[config.mk]
export PLATFORM = sky130hd
export DESIGN_NAME = sbus_arb
export DESIGN_NICKNAME = d
export VERILOG_FILES = /design/src/rtl/sbus_pkg.sv /design/src/rtl/sbus_rr_arbiter.sv /design/src/rtl/sbus_arb.sv
export SDC_FILE = /design/constraint.sdc
export NUM_CORES = 1
export LEC_CHECK = 0
export CAP_MARGIN = 25
export CORE_ASPECT_RATIO = 1.1
export CORE_MARGIN = 2
export CORE_UTILIZATION = 38
export CTS_BUF_LIST = sky130_fd_sc_hd__clkbuf_4 sky130_fd_sc_hd__clkbuf_8
export DETAILED_ROUTE_END_ITERATION = 10
export GPL_ROUTABILITY_DRIVEN = 0
export PLACE_DENSITY = 0.79
export SKIP_CTS_REPAIR_TIMING = 1
export SLEW_MARGIN = 20
export SYNTH_ARGS = -nofsm -noshare
export SYNTH_HDL_FRONTEND = slang
export SYNTH_SLANG_ARGS = --single-unit
[constraint.sdc]
create_clock -name clk -period 2.7 [get_ports clk]
set_input_delay 0.54 -clock clk [delete_from_list [all_inputs] [get_ports clk]]
set_output_delay 0.54 -clock clk [all_outputs]
set_load 0.01 [all_outputs]
[src/rtl/sbus_pkg.sv]
`default_nettype none
// ============================================================================
//  Module      : sbus_pkg
//  Description : Shared types and constants for the simple-bus arbiter.
//                Holds the controller state encoding, the default
//                parameter values and an index-width helper.
//  Revision    : 1.0 - initial release
// ============================================================================
package sbus_pkg;

    typedef enum logic [1:0] {
        IDLE   = 2'd0,
        ACCESS = 2'd1,
        RESP   = 2'd2
    } sbus_state_t;

    localparam int c_DEF_N_MST   = 4;
    localparam int c_DEF_ADDR_W  = 8;
    localparam int c_DEF_DATA_W  = 32;
    localparam int c_DEF_TIMEOUT = 16;
    localparam int c_ERR_CNT_W   = 16;
    // TIMEOUT is limited to 255, so 8 bits always hold the cycle count
    localparam int c_TCNT_W      = 8;

    // Width of a master index; never less than one bit
    function automatic int idx_w(input int n);
        return (n > 1) ? $clog2(n) : 1;
    endfunction

endpackage
`default_nettype wire

[src/rtl/sbus_rr_arbiter.sv]
`default_nettype none
// ============================================================================
//  Module      : sbus_rr_arbiter
//  Description : Combinational round-robin arbiter. The search for a
//                requester starts one position after last_grant and wraps.
//  Ports       : req        - per-master request vector
//                last_grant - index of the most recently granted master
//                grant      - one-hot grant (all zero when no request)
//                grant_idx  - binary index of the granted master
//                any        - at least one request present
//  Revision    : 1.0 - initial release
// ============================================================================
module sbus_rr_arbiter
    import sbus_pkg::*;
#(
    parameter int N_MST = c_DEF_N_MST,
    parameter int IDX_W = idx_w(N_MST)
) (
    input  logic [N_MST-1:0] req,
    input  logic [IDX_W-1:0] last_grant,
    output logic [N_MST-1:0] grant,
    output logic [IDX_W-1:0] grant_idx,
    output logic             any
);

    int w_pos;

    // Walk candidates from lowest to highest priority; a later hit overwrites
    // an earlier one, so the highest-priority requester is what remains.
    always_comb begin
        grant     = '0;
        grant_idx = '0;
        w_pos     = 0;
        for (int off = N_MST; off >= 1; off--) begin
            w_pos = (int'(last_grant) + off) % N_MST;
            if (req[w_pos[IDX_W-1:0]]) begin
                grant                     = '0;
                grant[w_pos[IDX_W-1:0]]   = 1'b1;
                grant_idx                 = w_pos[IDX_W-1:0];
            end
        end
    end

    assign any = |req;

endmodule
`default_nettype wire

[src/rtl/sbus_arb.sv]
`default_nettype none
// ============================================================================
//  Module      : sbus_arb
//  Description : Round-robin arbiter from N_MST masters onto one target bus.
//                IDLE grants one requester and latches its command, ACCESS
//                drives the target until s_ready or timeout, RESP returns a
//                one-cycle m_ready pulse (with m_err on timeout).
//  Ports       : clk, rst (sync, active-high)
//                m_wr/m_rd/m_addr/m_wdata - per-master requests and operands
//                m_rdata/m_ready/m_err    - shared read data, per-master
//                                           completion and timeout flag
//                s_wr/s_rd/s_addr/s_wdata - target command
//                s_rdata/s_ready          - target response
//                err_cnt                  - saturating timeout counter
//  Revision    : 1.0 - initial release
// ============================================================================
module sbus_arb
    import sbus_pkg::*;
#(
    parameter int N_MST   = c_DEF_N_MST,
    parameter int ADDR_W  = c_DEF_ADDR_W,
    parameter int DATA_W  = c_DEF_DATA_W,
    parameter int TIMEOUT = c_DEF_TIMEOUT
) (
    input  logic                      clk,
    input  logic                      rst,
    input  logic [N_MST-1:0]          m_wr,
    input  logic [N_MST-1:0]          m_rd,
    input  logic [N_MST*ADDR_W-1:0]   m_addr,
    input  logic [N_MST*DATA_W-1:0]   m_wdata,
    output logic [DATA_W-1:0]         m_rdata,
    output logic [N_MST-1:0]          m_ready,
    output logic [N_MST-1:0]          m_err,
    output logic                      s_wr,
    output logic                      s_rd,
    output logic [ADDR_W-1:0]         s_addr,
    output logic [DATA_W-1:0]         s_wdata,
    input  logic [DATA_W-1:0]         s_rdata,
    input  logic                      s_ready,
    output logic [c_ERR_CNT_W-1:0]    err_cnt
);

    localparam int                    c_IW      = idx_w(N_MST);
    localparam logic [c_TCNT_W-1:0]   c_TO_LAST = c_TCNT_W'(TIMEOUT - 1);

    sbus_state_t            r_state;
    sbus_state_t            w_next;
    logic [c_IW-1:0]        r_last;
    logic                   r_dir_wr;
    logic [ADDR_W-1:0]      r_addr;
    logic [DATA_W-1:0]      r_wdata;
    logic [c_TCNT_W-1:0]    r_tcnt;
    logic [c_ERR_CNT_W-1:0] r_err_cnt;
    logic                   r_s_wr;
    logic                   r_s_rd;
    logic [DATA_W-1:0]      r_m_rdata;
    logic [N_MST-1:0]       r_m_ready;
    logic [N_MST-1:0]       r_m_err;

    logic [N_MST-1:0]       w_req;
    logic [N_MST-1:0]       w_gnt;
    logic [c_IW-1:0]        w_gnt_idx;
    logic                   w_any;
    logic                   w_sel_wr;
    logic [ADDR_W-1:0]      w_sel_addr;
    logic [DATA_W-1:0]      w_sel_wdata;
    logic                   w_grant_now;
    logic                   w_timeout;
    logic                   w_dir_nxt;
    logic                   w_s_wr_nxt;
    logic                   w_s_rd_nxt;
    logic [N_MST-1:0]       w_onehot;
    logic [N_MST-1:0]       w_m_ready_nxt;
    logic [N_MST-1:0]       w_m_err_nxt;
    logic [DATA_W-1:0]      w_m_rdata_nxt;
    logic [c_ERR_CNT_W-1:0] w_err_cnt_nxt;

    assign w_req = m_wr | m_rd;

    sbus_rr_arbiter #(
        .N_MST (N_MST),
        .IDX_W (c_IW)
    ) u_rr (
        .req        (w_req),
        .last_grant (r_last),
        .grant      (w_gnt),
        .grant_idx  (w_gnt_idx),
        .any        (w_any)
    );

    // Operand mux for the winning master; a write request dominates a read
    always_comb begin
        w_sel_wr    = 1'b0;
        w_sel_addr  = '0;
        w_sel_wdata = '0;
        for (int i = 0; i < N_MST; i++) begin
            if (w_gnt[i]) begin
                w_sel_wr    = m_wr[i];
                w_sel_addr  = m_addr[i*ADDR_W +: ADDR_W];
                w_sel_wdata = m_wdata[i*DATA_W +: DATA_W];
            end
        end
    end

    // State register
    always_ff @(posedge clk) begin
        if (rst) begin
            r_state <= IDLE;
        end else begin
            r_state <= w_next;
        end
    end

    // Next-state logic; s_ready wins over an expiring timeout
    always_comb begin
        w_next    = r_state;
        w_timeout = 1'b0;
        case (r_state)
            IDLE: begin
                if (w_any) begin
                    w_next = ACCESS;
                end
            end
            ACCESS: begin
                if (s_ready) begin
                    w_next = RESP;
                end else if (r_tcnt == c_TO_LAST) begin
                    w_next    = RESP;
                    w_timeout = 1'b1;
                end
            end
            RESP:    w_next = IDLE;
            default: w_next = IDLE;
        endcase
    end

    // Output logic: next values of the registered outputs. r_last already
    // holds the current grant once ACCESS is entered.
    always_comb begin
        w_grant_now   = (r_state == IDLE) && w_any;
        w_dir_nxt     = w_grant_now ? w_sel_wr : r_dir_wr;
        w_s_wr_nxt    = (w_next == ACCESS) &&  w_dir_nxt;
        w_s_rd_nxt    = (w_next == ACCESS) && !w_dir_nxt;
        w_onehot      = N_MST'(1) << r_last;
        w_m_ready_nxt = (w_next == RESP) ? w_onehot : '0;
        w_m_err_nxt   = w_timeout ? w_onehot : '0;
        w_m_rdata_nxt = r_m_rdata;
        if ((r_state == ACCESS) && (w_next == RESP)) begin
            // Writes and timeouts return zero data
            w_m_rdata_nxt = (s_ready && !r_dir_wr) ? s_rdata : '0;
        end
        w_err_cnt_nxt = r_err_cnt;
        if (w_timeout && (r_err_cnt != '1)) begin
            w_err_cnt_nxt = r_err_cnt + 1'b1;
        end
    end

    // Datapath and output registers
    always_ff @(posedge clk) begin
        if (rst) begin
            r_last    <= c_IW'(N_MST - 1);
            r_dir_wr  <= 1'b0;
            r_addr    <= '0;
            r_wdata   <= '0;
            r_tcnt    <= '0;
            r_err_cnt <= '0;
            r_s_wr    <= 1'b0;
            r_s_rd    <= 1'b0;
            r_m_rdata <= '0;
            r_m_ready <= '0;
            r_m_err   <= '0;
        end else begin
            if (w_grant_now) begin
                r_last   <= w_gnt_idx;
                r_dir_wr <= w_sel_wr;
                r_addr   <= w_sel_addr;
                r_wdata  <= w_sel_wdata;
                r_tcnt   <= '0;
            end else if (r_state == ACCESS) begin
                r_tcnt   <= r_tcnt + 1'b1;
            end
            r_err_cnt <= w_err_cnt_nxt;
            r_s_wr    <= w_s_wr_nxt;
            r_s_rd    <= w_s_rd_nxt;
            r_m_rdata <= w_m_rdata_nxt;
            r_m_ready <= w_m_ready_nxt;
            r_m_err   <= w_m_err_nxt;
        end
    end

    assign m_rdata = r_m_rdata;
    assign m_ready = r_m_ready;
    assign m_err   = r_m_err;
    assign s_wr    = r_s_wr;
    assign s_rd    = r_s_rd;
    assign s_addr  = r_addr;
    assign s_wdata = r_wdata;
    assign err_cnt = r_err_cnt;

endmodule
`default_nettype wire

==> results of run 1 <==
## placed cells by master (no fill, tap or decap), types with 11 or more instances in the layout
master,count
buf_4,43
a2111oi_2,41
a22o_1,32
and4_1,36
inv_1,45
nand2_1,15
nor2_1,118
dfxtp_1,110
buf_12,18
o22ai_1,40
xor2_1,11
a2111oi_1,30
nand3_1,13
clkdlybuf4s50_1,291
## flip-flops by register name, indices dropped and copies added, names as in the netlist, 2 cells and up
| register | flops |
|---|---|
| err_cnt | 16 |
| m_err | 4 |
| m_rdata | 32 |
| m_ready | 4 |
| r_last | 2 |
| r_state | 2 |
| r_tcnt | 8 |
| s_addr | 8 |
| s_wdata | 32 |
## layer usage
metal  vias to the layer above  track usage
met3                        64       0.0633
met5                         -            0
met4                         0       0.0870
li1                       3225            -
met2                       318        0.443
met1                      3236        0.304
## worst max-delay path, stage by stage (launching register included)
cell and delay (ns):
dfxtp_4 0.38, buf_4 0.14, clkbuf_16 0.14, o211ai_1 0.13
mux2i_4 0.13, o311ai_1 0.45, a41oi_4 0.18, buf_4 0.18
nand2_4 0.11, buf_12 0.16, o22ai_1 0.11, a2111oi_2 0.41
## final cells by class
cell class | count | area (um^2) | share of cell area
Inverter | 46 | 173 | 0.0165
Timing Repair Buffer | 369 | 3850 | 0.368
Sequential cell | 111 | 2230 | 0.213
Clock inverter | 6 | 65.1 | 0.00622
Clock buffer | 10 | 131 | 0.0126
Multi-Input combinational cell | 465 | 3760 | 0.360
Tap cell | 200 | 250 | 0.0239
## power breakdown
group,switching [W],total (W),internal [W],leakage [nW]
Combinational,0.00285,0.00580,0.00295,2.94
Sequential,0.000184,0.00214,0.00195,0.908
Clock,0.000651,0.00103,0.000375,0.101
Total,0.00369,0.00897,0.00528,3.95
## cells by family after synthesis
kind of cell	count (synthesis)	share of synthesized area
simple gates	240	0.205
compound gates	188	0.278
flops	111	0.360
buf+inv	108	0.0832
xor+xnor	20	0.0284
fa+ha+maj	9	0.0183
mux	8	0.0272
## cell usage after synthesis (2+ instances only)
| library cell | instances |
|---|---|
| mux4_2 | 6 |
| nor4_1 | 2 |
| xor2_1 | 11 |
| a2111oi_0 | 9 |
| or2_2 | 2 |
| o22ai_1 | 40 |
| nor2_1 | 123 |
| or2_1 | 3 |
| buf_6 | 9 |
| and3_1 | 3 |
| ha_1 | 9 |
| dfxtp_1 | 111 |
| buf_2 | 17 |
| and4_1 | 41 |
| and2_1 | 8 |
| or3_1 | 3 |
| a2111oi_2 | 22 |
| o311ai_1 | 2 |
| a2111oi_1 | 49 |
| clkbuf_1 | 31 |
| a31o_2 | 2 |
| o21ai_0 | 7 |
| o211ai_1 | 2 |
| nand2_1 | 16 |
| a21oi_1 | 9 |
| inv_1 | 45 |
| buf_4 | 5 |
| nand2b_1 | 3 |
| a22o_1 | 32 |
| nor4b_1 | 2 |
| nand3_1 | 14 |
| nand4_1 | 8 |
| xnor2_1 | 9 |
| nor3_1 | 3 |
## final timing paths
kind                      startpoint                       to  slack, ns  depth (start not counted)
min          m_rdata[4]$_SDFFE_PP0P_  m_rdata[4]$_SDFFE_PP0P_       0.49                          1
max reg2reg   r_last[0]$_SDFFE_PP1P_  s_wdata[4]$_SDFFE_PP0P_       0.07                         11
min reg2reg  m_rdata[4]$_SDFFE_PP0P_  m_rdata[4]$_SDFFE_PP0P_       0.49                          1
max           r_last[0]$_SDFFE_PP1P_  s_wdata[4]$_SDFFE_PP0P_       0.07                         11
## through the flow
stage / setup WS (ns) / area, um^2 / utilization / power, W
finish: 0.0657 / 10500 / 0.662 / 0.00897
detailed placement: -0.672 / 9740 / 0.617 / 0.00704
global placement: -0.568 / 9740 / 0.617 / 0.00697
global route: -0.0413 / 10500 / 0.662 / 0.00943
floorplan: 0.0576 / 6160 / - / 0.00493
CTS: -0.232 / 9940 / 0.629 / 0.00806
==> out/results.ini, run 1 <==
[setup_path]
crit_type = flip-flop to flip-flop
critPathCaptureType = flip-flop
crit_path_start_kind = flip-flop
worst-path-max-fanout = 15
crit_required_ns = 2.97
critPathArrivalTime_ns = 2.91

[pwr]
ir_drop_mv = 0.461
p_leak_nw = 3.95
power.density_nw_per_um2 = 857

[detailed_routing]
routed_via_density = 5.67
drtIter0Drc = 464
drt_first_pass_iters = 5
drt-total-wl_um = 24300
wl_met1_um = 9560
wire_per_inst_um = 20.2
vias = 6843
ant_nets = 0
wl_met3_um = 1750
dr_wl_met2_um = 12300
post-route-drc-count = 0
top_layer_used = met4

[clocking]
clkTransAtPathRegs_ns = 0.12
clockBufferDepth = 2
cts_buffers = 9
htreeDepth = 3
clock_latency_ns = 0.39
cts_tree = done
clock_sinks = 111
cts-root-buf = clkbuf_8

[logic_synthesis]
synth-async-reset-ratio = 0
syn-num-nets = 896
ys_top_cells_by_area = dfxtp_1, a2111oi_1, nor2_1, and4_1, a2111oi_2
yosys_warnings = 0
synth_flop_cell = dfxtp_1
yosysTopAreaCell = dfxtp_1
ys_types = 60
syn-cell-area_um2 = 6160
syn_inst = 684
yosysTopAreaCellShare = 0.360
ys_ff_latch = 111
ys_seq_area_frac = 0.360
synth_edf_count = 0
avgSynthCellArea_um2 = 9.01

[hold_path]
hp-class = flip-flop to flip-flop

[final_layout]
syn_to_final_growth_pct = 69.7
drive_gt1_frac = 0.175
fin_cells = 1207
n_fill_cell = 1228
nets = 1214
diodes = 0

[sta]
skew_ns = 0.0154
hold_violations = 0
hold_slack_ns = 0.493
setup_tns_ns = 0
worst_pin_slew_ns = 0.564
fmax_ghz = 0.380
final.min_clock_period_ns = 2.63
rsz0062_at_grt = yes
fin_crit_sh = 0.976
maxSlewHeadroom = 0.624
slew_viol_final = 0
setup_viol = 0

[die]
fp.dieW_um = 125
coreArea_um2 = 15800
die_h_um = 138
dieArea_um2 = 17300
start_util = 0.390
rows = 48
ios = 301

[global_route]
grtUsageTotal = 0.253
grt_max_degree = 53
grt_pass1_wl_um = 35000
grt-ovfl-total = 0
first_global_vias = 6525
antenna_found_initial = 0

[place]
dp_cells = 1178
io_buffer_count = 300
post-dp-hpwl_um = 16900

[run_status]
status = finished clean

[run]
maxCapViolations = 0

Power figures use the tool's default switching activity.
==> run 2: changes to the inputs <==
- GPL_TIMING_DRIVEN: default -> 0
==> run 2 against run 1 <==
  * Die area unchanged
  * Setup slack got worse by 0.15 ns
  * Final cell count increased by 0.25%
  * Non-clock buffer count increased by 3
  * Count of clock-buffer cells in the layout unchanged
  * Register-to-register slack got worse by 0.15 ns
  * Flip-flop and latch count unchanged
  * The run now ends with setup timing left
  * Critical path depth increased by 1
  * Maximum frequency decreased by 5.3%
  * Highest routed layer unchanged
  * Cell area increased by 0.63%
==> out/results.ini, run 2 (synthesis gave the netlist of run 1 again) <==
[run_status]
status = finished with violations
violations = setup timing

[sta]
fmax_ghz = 0.360
worst_pin_slew_ns = 0.861
setup_viol = 37
hold_violations = 0
fin_ws_ns = -0.0803
final.min_clock_period_ns = 2.78
rsz0062_at_grt = yes
maxSlewHeadroom = 0.418
slew_viol_final = 0
skew_ns = 0.0193
fin_crit_sh = 1.03

[detailed_routing]
drtIter0Drc = 368
routed_via_density = 5.78
post-route-drc-count = 0
drt-total-wl_um = 25400
ant_nets = 0
vias = 6994
drt_first_pass_iters = 5
wire_per_inst_um = 21.0

[clocking]
cts_tree = done
clockBufferDepth = 2
cts-root-buf = clkbuf_8
clock_sinks = 111
cts_buffers = 9
clkTransAtPathRegs_ns = 0.11
htreeDepth = 3
clock_latency_ns = 0.40

[setup_path]
crit_required_ns = 2.96
crit_type = flip-flop to flip-flop
critPathCaptureType = flip-flop
cp_slowest_cell = a2111oi_1
critPathArrivalTime_ns = 3.04
crit_end = s_wdata[21]$_SDFFE_PP0P_
crit_path_start_kind = flip-flop
worst-path-max-fanout = 10
critPathMaxStageDelay_ns = 0.41
rr_worst_depth = 12
rrSetupSlack_ns = -0.08
critPathLaunch = r_last[1]$_SDFFE_PP1P_
crit_top_cell = buf_6
r2r-end = s_wdata[21]$_SDFFE_PP0P_
cp_cell_sequence = buf_6 -> clkinvlp_4 -> ha_4 -> buf_6 -> mux4_2 -> nand3_2 -> a41o_1 -> buf_6 -> buf_6 -> nor2_1 -> a2111oi_1 -> a2111oi_1
r2r-start = r_last[1]$_SDFFE_PP1P_

[final_layout]
layout_commonest_cell = clkdlybuf4s50_1
drive_gt1_frac = 0.194
syn_to_final_growth_pct = 70.7
fin_cells = 1210
final_core_util = 0.666
mostFrequentLayoutCells = clkdlybuf4s50_1, nor2_1, dfxtp_1, inv_1, a2111oi_2
nets = 1217

[global_route]
grt_busiest_layer = met2
antenna_found_initial = 0
grt_pass1_wl_um = 35700
grtUsageMet2 = 0.443
grtUsageTotal = 0.261
first_global_vias = 6557
grtUsageMet1 = 0.318
met3_usage = 0.0691
grt-ovfl-total = 0
grt_max_degree = 19

[place]
io_buffer_count = 299
post-dp-hpwl_um = 18200
dp_cells = 1183

[die]
start_util = 0.390
rows = 48
die_h_um = 138
dieArea_um2 = 17300
ios = 301
fp.dieW_um = 125
coreArea_um2 = 15800

[pwr]
p_total_w = 0.00927
ir_drop_mv = 0.502
p_leak_nw = 3.84
power.density_nw_per_um2 = 881

[hold_path]
hp-class = flip-flop to flip-flop

[run]
maxCapViolations = 0

==> run 2: final cells by class <==
cell class                      count  area, um^2
Sequential cell                   111        2230
Buffer                             62         485
Fill cell                        1260        5270
Clock inverter                      5        42.5
Antenna cell                        1        2.50
Tap cell                          200         250
Timing Repair Buffer              310        3100
Multi-Input combinational cell    465        4110
Clock buffer                       10         131
Inverter                           46         176
==> run 2: worst min-delay path by stage <==
stage | from | to | slack (ns) | cells past startpoint
2_1_floorplan | r_tcnt[1]$_SDFFE_PP0N_ | r_tcnt[1]$_SDFFE_PP0N_ | 0.47 | 2
3_3_place_gp | m_rdata[10]$_SDFFE_PP0P_ | m_rdata[10]$_SDFFE_PP0P_ | 0.46 | 1
3_5_place_dp | m_rdata[5]$_SDFFE_PP0P_ | m_rdata[5]$_SDFFE_PP0P_ | 0.46 | 1
4_1_cts | m_rdata[30]$_SDFFE_PP0P_ | m_rdata[30]$_SDFFE_PP0P_ | 0.49 | 1
5_1_grt | m_rdata[25]$_SDFFE_PP0P_ | m_rdata[25]$_SDFFE_PP0P_ | 0.50 | 1
6_report | m_rdata[30]$_SDFFE_PP0P_ | m_rdata[30]$_SDFFE_PP0P_ | 0.48 | 1
==> run 2: where the power goes <==
| part | switching [W] | internal [W] |
|---|---|---|
| combinational | 0.00317 | 0.00298 |
| sequential | 0.000189 | 0.00196 |
| clock | 0.000623 | 0.000351 |
| total | 0.00398 | 0.00529 |
==> run 2: critical path: cells and delay by family, from the launching register on <==
family                   cells  cell delay (ns)
buffers and inverters        5             0.69
AND/OR/NAND/NOR              2             0.15
flip-flops                   1             0.34
AO/OA/AOI/OAI                3             0.77
adder cells (fa/ha/maj)      1             0.33
multiplexers                 1             0.35
==> run 2: routing by layer <==
layer / up-vias / wire length (um)
met2: 330 / 12700
met3: 74 / 1880
met1: 3364 / 9960
met5: - / 0
li1: 3226 / -
met4: 0 / 945
==> run 2: through the flow <==
stage                     hold slack (ns)  TNS, ns  instance area (um^2)  worst slack [ns]
after floorplan                     0.467        0                  6160            0.0576
after global placement              0.456   -45.06                  9410            -0.991
after detailed placement            0.455   -46.45                  9410             -1.00
after CTS                           0.487   -23.90                  9580            -0.586
after global routing                0.502    -7.32                 10500            -0.234
final                               0.483    -1.34                 10500           -0.0803
